`src/rtl/t_toggle_sequencer_pkg.sv`:
```
// Shared types for the toggle sequencer: command opcodes and controller states.
package t_seq_pkg;

    typedef enum logic [1:0] {
        OP_CLEAR = 2'b00,
        OP_LOAD  = 2'b01,
        OP_UP    = 2'b10,
        OP_DOWN  = 2'b11
    } op_e;

    typedef enum logic [1:0] {
        IDLE = 2'b00,
        RUN  = 2'b01,
        DONE = 2'b10
    } state_e;

endpackage

```
`src/rtl/t_toggle_sequencer_if.sv`:
```
// Host-side command handshake plus bank status, grouped for the sequencer port.
interface t_toggle_sequencer_if #(
    parameter int WIDTH = 4
) ();
    logic             cmd_valid;
    logic             cmd_ready;
    logic [1:0]       cmd_op;
    logic [WIDTH-1:0] cmd_arg;
    logic             pause;
    logic [WIDTH-1:0] q;
    logic [WIDTH-1:0] t_vec;
    logic             busy;
    logic             done;
    logic             wrap;

    modport master (
        output cmd_valid, cmd_op, cmd_arg, pause,
        input  cmd_ready, q, t_vec, busy, done, wrap
    );

    modport slave (
        input  cmd_valid, cmd_op, cmd_arg, pause,
        output cmd_ready, q, t_vec, busy, done, wrap
    );
endinterface

```
`src/rtl/t_toggle_sequencer_tff_bank.sv`:
```
// Bank of T flip-flops; holds the only copy of the count value.
module tff_bank #(
    parameter int WIDTH = 4
) (
    input  logic             clk,
    input  logic             rst_n,
    input  logic [WIDTH-1:0] t_vec,
    output logic [WIDTH-1:0] q
);
    logic [WIDTH-1:0] q_q;

    // Each bit toggles where t_vec is set; synchronous clear on reset.
    always_ff @(posedge clk) begin
        if (!rst_n) q_q <= '0;
        else        q_q <= q_q ^ t_vec;
    end

    assign q = q_q;
endmodule

```
`src/rtl/t_toggle_sequencer.sv`:
```
// Command-driven controller computing the toggle vector for a modulo-MOD T flip-flop bank.
//
//  state | meaning
//  IDLE  | waiting for a command, cmd_ready high
//  RUN   | applying one step per non-paused cycle, steps_q counts down
//  DONE  | one-cycle completion pulse, no toggling
module t_toggle_sequencer #(
    parameter int WIDTH = 4,
    parameter int MOD   = 10
) (
    input logic                 clk,
    input logic                 rst_n,
    t_toggle_sequencer_if.slave bus
);
    import t_seq_pkg::*;

    localparam logic [WIDTH-1:0] MAX_VAL = WIDTH'(MOD - 1);

    state_e           state_q, state_d;
    op_e              op_q, op_d;
    logic [WIDTH-1:0] steps_q, steps_d;
    logic [WIDTH-1:0] val_q, val_d;
    logic             wrap_q, wrap_d;
    logic [WIDTH-1:0] t_vec;
    logic [WIDTH-1:0] q;
    logic             carry;
    logic             accept;
    logic             step_en;
    op_e              cmd_op;

    tff_bank #(.WIDTH(WIDTH)) u_bank (
        .clk   (clk),
        .rst_n (rst_n),
        .t_vec (t_vec),
        .q     (q)
    );

    assign cmd_op  = op_e'(bus.cmd_op);
    assign accept  = bus.cmd_valid && (state_q == IDLE);
    assign step_en = (state_q == RUN) && !bus.pause;

    // Controller state, latched command and step counter.
    always_ff @(posedge clk) begin
        if (!rst_n) begin
            state_q <= IDLE;
            op_q    <= OP_CLEAR;
            steps_q <= '0;
            val_q   <= '0;
            wrap_q  <= 1'b0;
        end else begin
            state_q <= state_d;
            op_q    <= op_d;
            steps_q <= steps_d;
            val_q   <= val_d;
            wrap_q  <= wrap_d;
        end
    end

    // Next state: CLEAR/LOAD run as a single step, counts as cmd_arg steps.
    always_comb begin
        state_d = state_q;
        op_d    = op_q;
        steps_d = steps_q;
        val_d   = val_q;
        case (state_q)
            IDLE: begin
                if (accept) begin
                    op_d  = cmd_op;
                    val_d = (bus.cmd_arg > MAX_VAL) ? MAX_VAL : bus.cmd_arg;
                    if (cmd_op == OP_UP || cmd_op == OP_DOWN) begin
                        steps_d = bus.cmd_arg;
                        state_d = (bus.cmd_arg == '0) ? DONE : RUN;
                    end else begin
                        steps_d = WIDTH'(1);
                        state_d = RUN;
                    end
                end
            end
            RUN: begin
                if (!bus.pause) begin
                    steps_d = steps_q - WIDTH'(1);
                    if (steps_q == WIDTH'(1)) state_d = DONE;
                end
            end
            DONE:    state_d = IDLE;
            default: state_d = IDLE;
        endcase
    end

    // Toggle vector and wrap detection for the current step.
    always_comb begin
        t_vec  = '0;
        wrap_d = 1'b0;
        carry  = 1'b1;
        if (step_en) begin
            case (op_q)
                OP_CLEAR: t_vec = q;
                OP_LOAD:  t_vec = q ^ val_q;
                OP_UP: begin
                    if (q == MAX_VAL) begin
                        t_vec  = q;
                        wrap_d = 1'b1;
                    end else begin
                        for (int i = 0; i < WIDTH; i++) begin
                            t_vec[i] = carry;
                            carry    = carry & q[i];
                        end
                    end
                end
                OP_DOWN: begin
                    if (q == '0) begin
                        t_vec  = MAX_VAL;
                        wrap_d = 1'b1;
                    end else begin
                        for (int i = 0; i < WIDTH; i++) begin
                            t_vec[i] = carry;
                            carry    = carry & ~q[i];
                        end
                    end
                end
                default: t_vec = '0;
            endcase
        end
    end

    assign bus.cmd_ready = (state_q == IDLE);
    assign bus.busy      = (state_q == RUN) || (state_q == DONE);
    assign bus.done      = (state_q == DONE);
    assign bus.wrap      = wrap_q;
    assign bus.t_vec     = t_vec;
    assign bus.q         = q;
endmodule

```
`src/flat_wrapper.sv`:
```
// flat-port wrapper written by rule: the top's interface ports become plain ports
module t_toggle_sequencer_flat import t_seq_pkg::*;
#(
    parameter int WIDTH = 4,
    parameter int MOD   = 10
)
  (clk, rst_n, bus_cmd_valid, bus_cmd_op, bus_cmd_arg, bus_pause, bus_cmd_ready, bus_q, bus_t_vec, bus_busy, bus_done, bus_wrap);
  t_toggle_sequencer_if #(.WIDTH(WIDTH)) bus_i ();
  input logic clk;
  input logic rst_n;
  input wire logic [$bits(bus_i.cmd_valid)-1:0] bus_cmd_valid;
  input wire logic [$bits(bus_i.cmd_op)-1:0] bus_cmd_op;
  input wire logic [$bits(bus_i.cmd_arg)-1:0] bus_cmd_arg;
  input wire logic [$bits(bus_i.pause)-1:0] bus_pause;
  output wire logic [$bits(bus_i.cmd_ready)-1:0] bus_cmd_ready;
  output wire logic [$bits(bus_i.q)-1:0] bus_q;
  output wire logic [$bits(bus_i.t_vec)-1:0] bus_t_vec;
  output wire logic [$bits(bus_i.busy)-1:0] bus_busy;
  output wire logic [$bits(bus_i.done)-1:0] bus_done;
  output wire logic [$bits(bus_i.wrap)-1:0] bus_wrap;
  assign bus_i.cmd_valid = bus_cmd_valid;
  assign bus_i.cmd_op = bus_cmd_op;
  assign bus_i.cmd_arg = bus_cmd_arg;
  assign bus_i.pause = bus_pause;
  assign bus_cmd_ready = bus_i.cmd_ready;
  assign bus_q = bus_i.q;
  assign bus_t_vec = bus_i.t_vec;
  assign bus_busy = bus_i.busy;
  assign bus_done = bus_i.done;
  assign bus_wrap = bus_i.wrap;
  t_toggle_sequencer #(.WIDTH(WIDTH), .MOD(MOD)) u_core (.clk(clk), .rst_n(rst_n), .bus(bus_i));
endmodule
```
`config.mk`:
```
export PLATFORM = sky130hd
export DESIGN_NAME = t_toggle_sequencer_flat
export DESIGN_NICKNAME = d
export VERILOG_FILES = /design/src/rtl/t_toggle_sequencer_pkg.sv /design/src/rtl/t_toggle_sequencer_if.sv /design/src/rtl/t_toggle_sequencer_tff_bank.sv /design/src/rtl/t_toggle_sequencer.sv /design/src/flat_wrapper.sv
export SDC_FILE = /design/constraint.sdc
export NUM_CORES = 1
export LEC_CHECK = 0
export CORE_UTILIZATION = 40
export DETAILED_ROUTE_END_ITERATION = 10
export PLACE_DENSITY = 0.69
export SYNTH_ARGS = -nofsm -noshare
export SYNTH_HDL_FRONTEND = slang
export SYNTH_SLANG_ARGS = --single-unit
export TNS_END_PERCENT = 10
```
`constraint.sdc`:
```
create_clock -name clk -period 4.1 [get_ports clk]
set_clock_uncertainty 0.2 [all_clocks]
set_input_delay 0.615 -clock clk [delete_from_list [all_inputs] [get_ports clk]]
set_output_delay 0.615 -clock clk [all_outputs]
set_load 0.05 [all_outputs]
```
==> flow_summary.rst <==
.. list-table::
   :header-rows: 1

   * - Metric
     - Value
   * - Result of the run
     - completed
   * - Period utilization
     - between 80% and 90%
   * - Mean Syn Cell Area
     - between 7 and 8 um^2
   * - Gate Count Post-Synth
     - around 150
   * - Antenna Nets Post-Route
     - 0
   * - Standard cell area after detailed placement
     - around 0.0013 mm^2
   * - Area of the die
     - a little over 0.003 mm^2
   * - FF-to-FF End
     - u_core.state_q[0]$_SDFFE_PN0P_
   * - Switch share
     - between 40% and 50%
   * - Final Max Slew Viols
     - 0
   * - Post-CTS clock slew at the launch and capture registers of the worst setup and hold paths
     - 0.10 ns
   * - Final critical path time including I/O delays and setup
     - around 3.3 ns
   * - H-tree levels
     - 1
   * - Number of hold violations in the final report
     - 0
   * - Portion of the post-synthesis area used by sequential elements
     - a little under a third
   * - Placeable core region
     - 0.00257 mm^2
   * - Number of endpoints failing setup at the final stage
     - 0
   * - Power per cell area
     - about 530 mW/mm^2
   * - Clock buffer depth
     - 2
   * - Kind of end point of the critical path
     - output port
   * - Largest fanout on the critical path
     - 15
   * - Global-route wire length before repair
     - approximately 4100 um
   * - Commonest cells after routing, fill and taps aside
     - clkdlybuf4s50_1 (21), dfxtp_1 (17), nor2_1 (15), a21oi_1 (15), nand2_1 (14)
   * - CTS-repair resized insts
     - 0
   * - Leakage Power
     - approximately 0.47 nW
   * - Peak supply drop
     - ~0.00065 V
   * - Buffer type at the clock tree root
     - clkbuf_4
   * - Synthesis-stage register bit count
     - 17
   * - Clock latency of the later-clocked register in the worst-skew pair
     - 0.28 ns
   * - Starting Density
     - 43.8%
   * - Postcts setup bufs
     - 0
   * - Sequential fraction of design power
     - between 30% and 40%
   * - List of cells traversed by the critical path
     - nor3b_1, a21boi_0, o31ai_1, nor2_1, clkdlybuf4s50_1
   * - Routed length per placed instance
     - around 13 um
   * - Design area
     - between 0.001 and 0.0015 mm^2
   * - Number of buffers added by the clock tree synthesis step
     - 3
   * - Ports placed on the boundary
     - 22
   * - Number of cell rows
     - 18
   * - Final Hold Slack
     - 0.284 ns
   * - Port Buffers
     - 21
   * - Net switching power
     - roughly 0.00033 W
   * - Combined area of all synthesized cells
     - between 0.001 and 0.0015 mm^2
   * - Unrepaired setup endpoints after global routing
     - no
   * - Setup TNS
     - 0 ns
   * - Startpoint class of the critical path
     - flop
   * - Clock tree from TritonCTS
     - yes
   * - Number of nets in the layout
     - roughly 180
   * - Detailed-route wire length
     - 2450 um
   * - Number of vias after detailed routing
     - approximately 1100
   * - FF-to-FF path depth
     - 6
   * - Transition at the pin with the smallest max-transition slack
     - about 0.53 ns
   * - Post-synth cell types
     - 39
   * - Hold Path Depth
     - 2
   * - Number of flops mapped to enable cells by yosys
     - 0
   * - Net count after synthesis
     - between 150 and 200
   * - Total overflow reported by the global router
     - 0
   * - Share of flip-flops with an asynchronous set or reset after synthesis
     - 0%
   * - Max stage delay on crit path
     - around 0.81 ns
   * - Source of the worst hold timing path
     - u_core.val_q[3]$_SDFFE_PN0P_
   * - Slowest-stage cell, CP
     - clkdlybuf4s50_1
   * - Vias in the first global route
     - about 900
   * - Final instance count without filler cells
     - 191
   * - Reg-to-reg critical path startpoint
     - u_core.state_q[1]$_SDFFE_PN0P_
   * - Data arrival time of the worst path
     - about 2.5 ns
   * - Pin count of the biggest net entering global routing
     - 16
   * - Critical setup path kind
     - flop to output port
   * - Proportion of layout cells with a drive suffix above 1
     - ~5.6%
   * - Type of the worst min-delay path
     - flop to flop
   * - DRC marker count from the first detailed-route iteration
     - 16
   * - Leading cell type in the layout, fill and taps excluded
     - clkdlybuf4s50_1
   * - Start point of the critical path
     - u_core.op_q[1]$_SDFFE_PN0P_
   * - Worst path required time
     - roughly 3.3 ns
   * - Total clock sinks
     - 17
   * - Antenna violations before repair
     - 0
   * - Remaining routing DRC violations
     - 0
   * - Crit path buffers/inverters
     - 1
   * - Clock share of power
     - roughly 12%
   * - Drt pass-1 iters
     - 4
   * - Height of the die
     - roughly 55 um
   * - Share of power burned in combinational logic
     - between 50% and 60%
   * - Vias per std cell
     - 5.61
   * - Cell family with the largest share of critical-path delay
     - buffers and inverters
   * - End point of the most critical hold path
     - u_core.val_q[3]$_SDFFE_PN0P_
   * - Internal cell power
     - between 0.0003 and 0.0004 W
   * - Number of diodes added for antenna fixing
     - 0
   * - Horizontal die dimension
     - 55 um
   * - FMAX
     - 301 MHz
   * - Global placement routability congestion
     - 0.765
   * - Combined global-route utilization of all metal layers
     - between 10% and 20%
   * - Count of yosys warnings during synthesis
     - 0
   * - Layout area overhead
     - 20.6%
   * - Setup slack of the most critical reg-to-reg path
     - between 2 and 2.5 ns
   * - Primary flip-flop cell chosen by synthesis mapping
     - dfxtp_1
   * - Number of buffers inserted for hold repair after clock tree synthesis
     - 0
   * - Number of maximum-capacitance violations
     - 0
   * - Max transition margin
     - around 65%
   * - DPL Wire Length
     - 1750 um
   * - Number of placed cells counting well taps
     - between 150 and 200
## worst max-delay path by stage
stage | to | depth (start not counted)
6_report | bus_t_vec[3] | 5
5_1_grt | bus_t_vec[3] | 5
4_1_cts | bus_t_vec[3] | 5
3_5_place_dp | bus_t_vec[3] | 5
3_3_place_gp | bus_t_vec[2] | 5
2_1_floorplan | bus_t_vec[2] | 4
## tightest hold or removal path: cells and delay by family, from the launching register on
kind	cells	cell delay, ns
compound gates	1	0.05
flops	1	0.33
simple gates	1	0.06
## logic make-up (layout without fill, tap and decap cells)
family          Yosys count  after routing  synth area share [%]
simple gates             63             63                  30.2
compound gates           37             37                  21.3
flops                    17             17                  30.3
buf+inv                  15             31                  5.79
fa+ha+maj                 5              5                  5.57
mux                       5              5                  4.57
xor+xnor                  3              3                  2.34
## final cells by class
class / instances / area [um^2]
clock buffers: 4 / 26.3
fillers: 272 / 1210
inverters: 6 / 22.5
multi-input cells: 113 / 718
flip-flops and latches: 17 / 340
well taps: 30 / 37.5
repair buffers: 21 / 210
## registers in the layout (all words and copies together), names as in the netlist
name,cells
u_core.state_q,2
u_core.op_q,2
u_core.steps_q,4
u_core.u_bank.q,4
u_core.bus.wrap,1
u_core.val_q,4
## synthesized netlist by cell type (2+ instances only)
library cell | n | share of area, %
nor3_1 | 3 | 1.3
o22ai_1 | 2 | 1.1
nand3b_1 | 4 | 2.7
ha_1 | 5 | 5.6
nor2_1 | 15 | 5.0
a211o_1 | 2 | 1.6
or2_2 | 2 | 1.1
nand3_1 | 6 | 2.7
xnor2_1 | 3 | 2.3
mux2i_1 | 4 | 3.6
a21oi_1 | 15 | 6.7
a211oi_1 | 2 | 1.3
dfxtp_1 | 17 | 30
inv_1 | 6 | 2.0
nor3b_1 | 5 | 3.3
nand4b_1 | 2 | 1.6
clkbuf_1 | 2 | 0.67
o21ai_0 | 5 | 2.2
nand2_1 | 14 | 4.7
nand2b_1 | 6 | 3.3
buf_2 | 7 | 3.1
## power groups by stage
stage	clock [W]	combinational (W)	sequential, W
CTS	0.0000939	0.000398	0.000235
finish	0.0000888	0.000396	0.000236
floorplan	0	0.000321	0.000227
global route	0.000103	0.000438	0.000240
global placement	0	0.000391	0.000237
detailed placement	0	0.000396	0.000238
## per-stage QoR
step | total power, W | util, % | setup WS, ns
2_1_floorplan | 0.000548 | - | 1.37
3_3_place_gp | 0.000628 | 51.8 | 0.839
3_5_place_dp | 0.000634 | 51.8 | 0.842
4_1_cts | 0.000727 | 52.8 | 0.805
5_1_grt | 0.000781 | 52.8 | 0.650
6_report | 0.000721 | 52.8 | 0.782
## per-layer routing
metal  share of wire, %  wire length [um]  global-route usage (%)  up-vias
met5                  0                 0                       0        -
met4               0.49                12                    7.50        0
met3                4.4               107                    2.46        2
met2                 45              1100                    29.7       27
met1                 50              1230                    25.7      493
li1                   -                 -                       -      549
(Power assumes the default switching activity.)
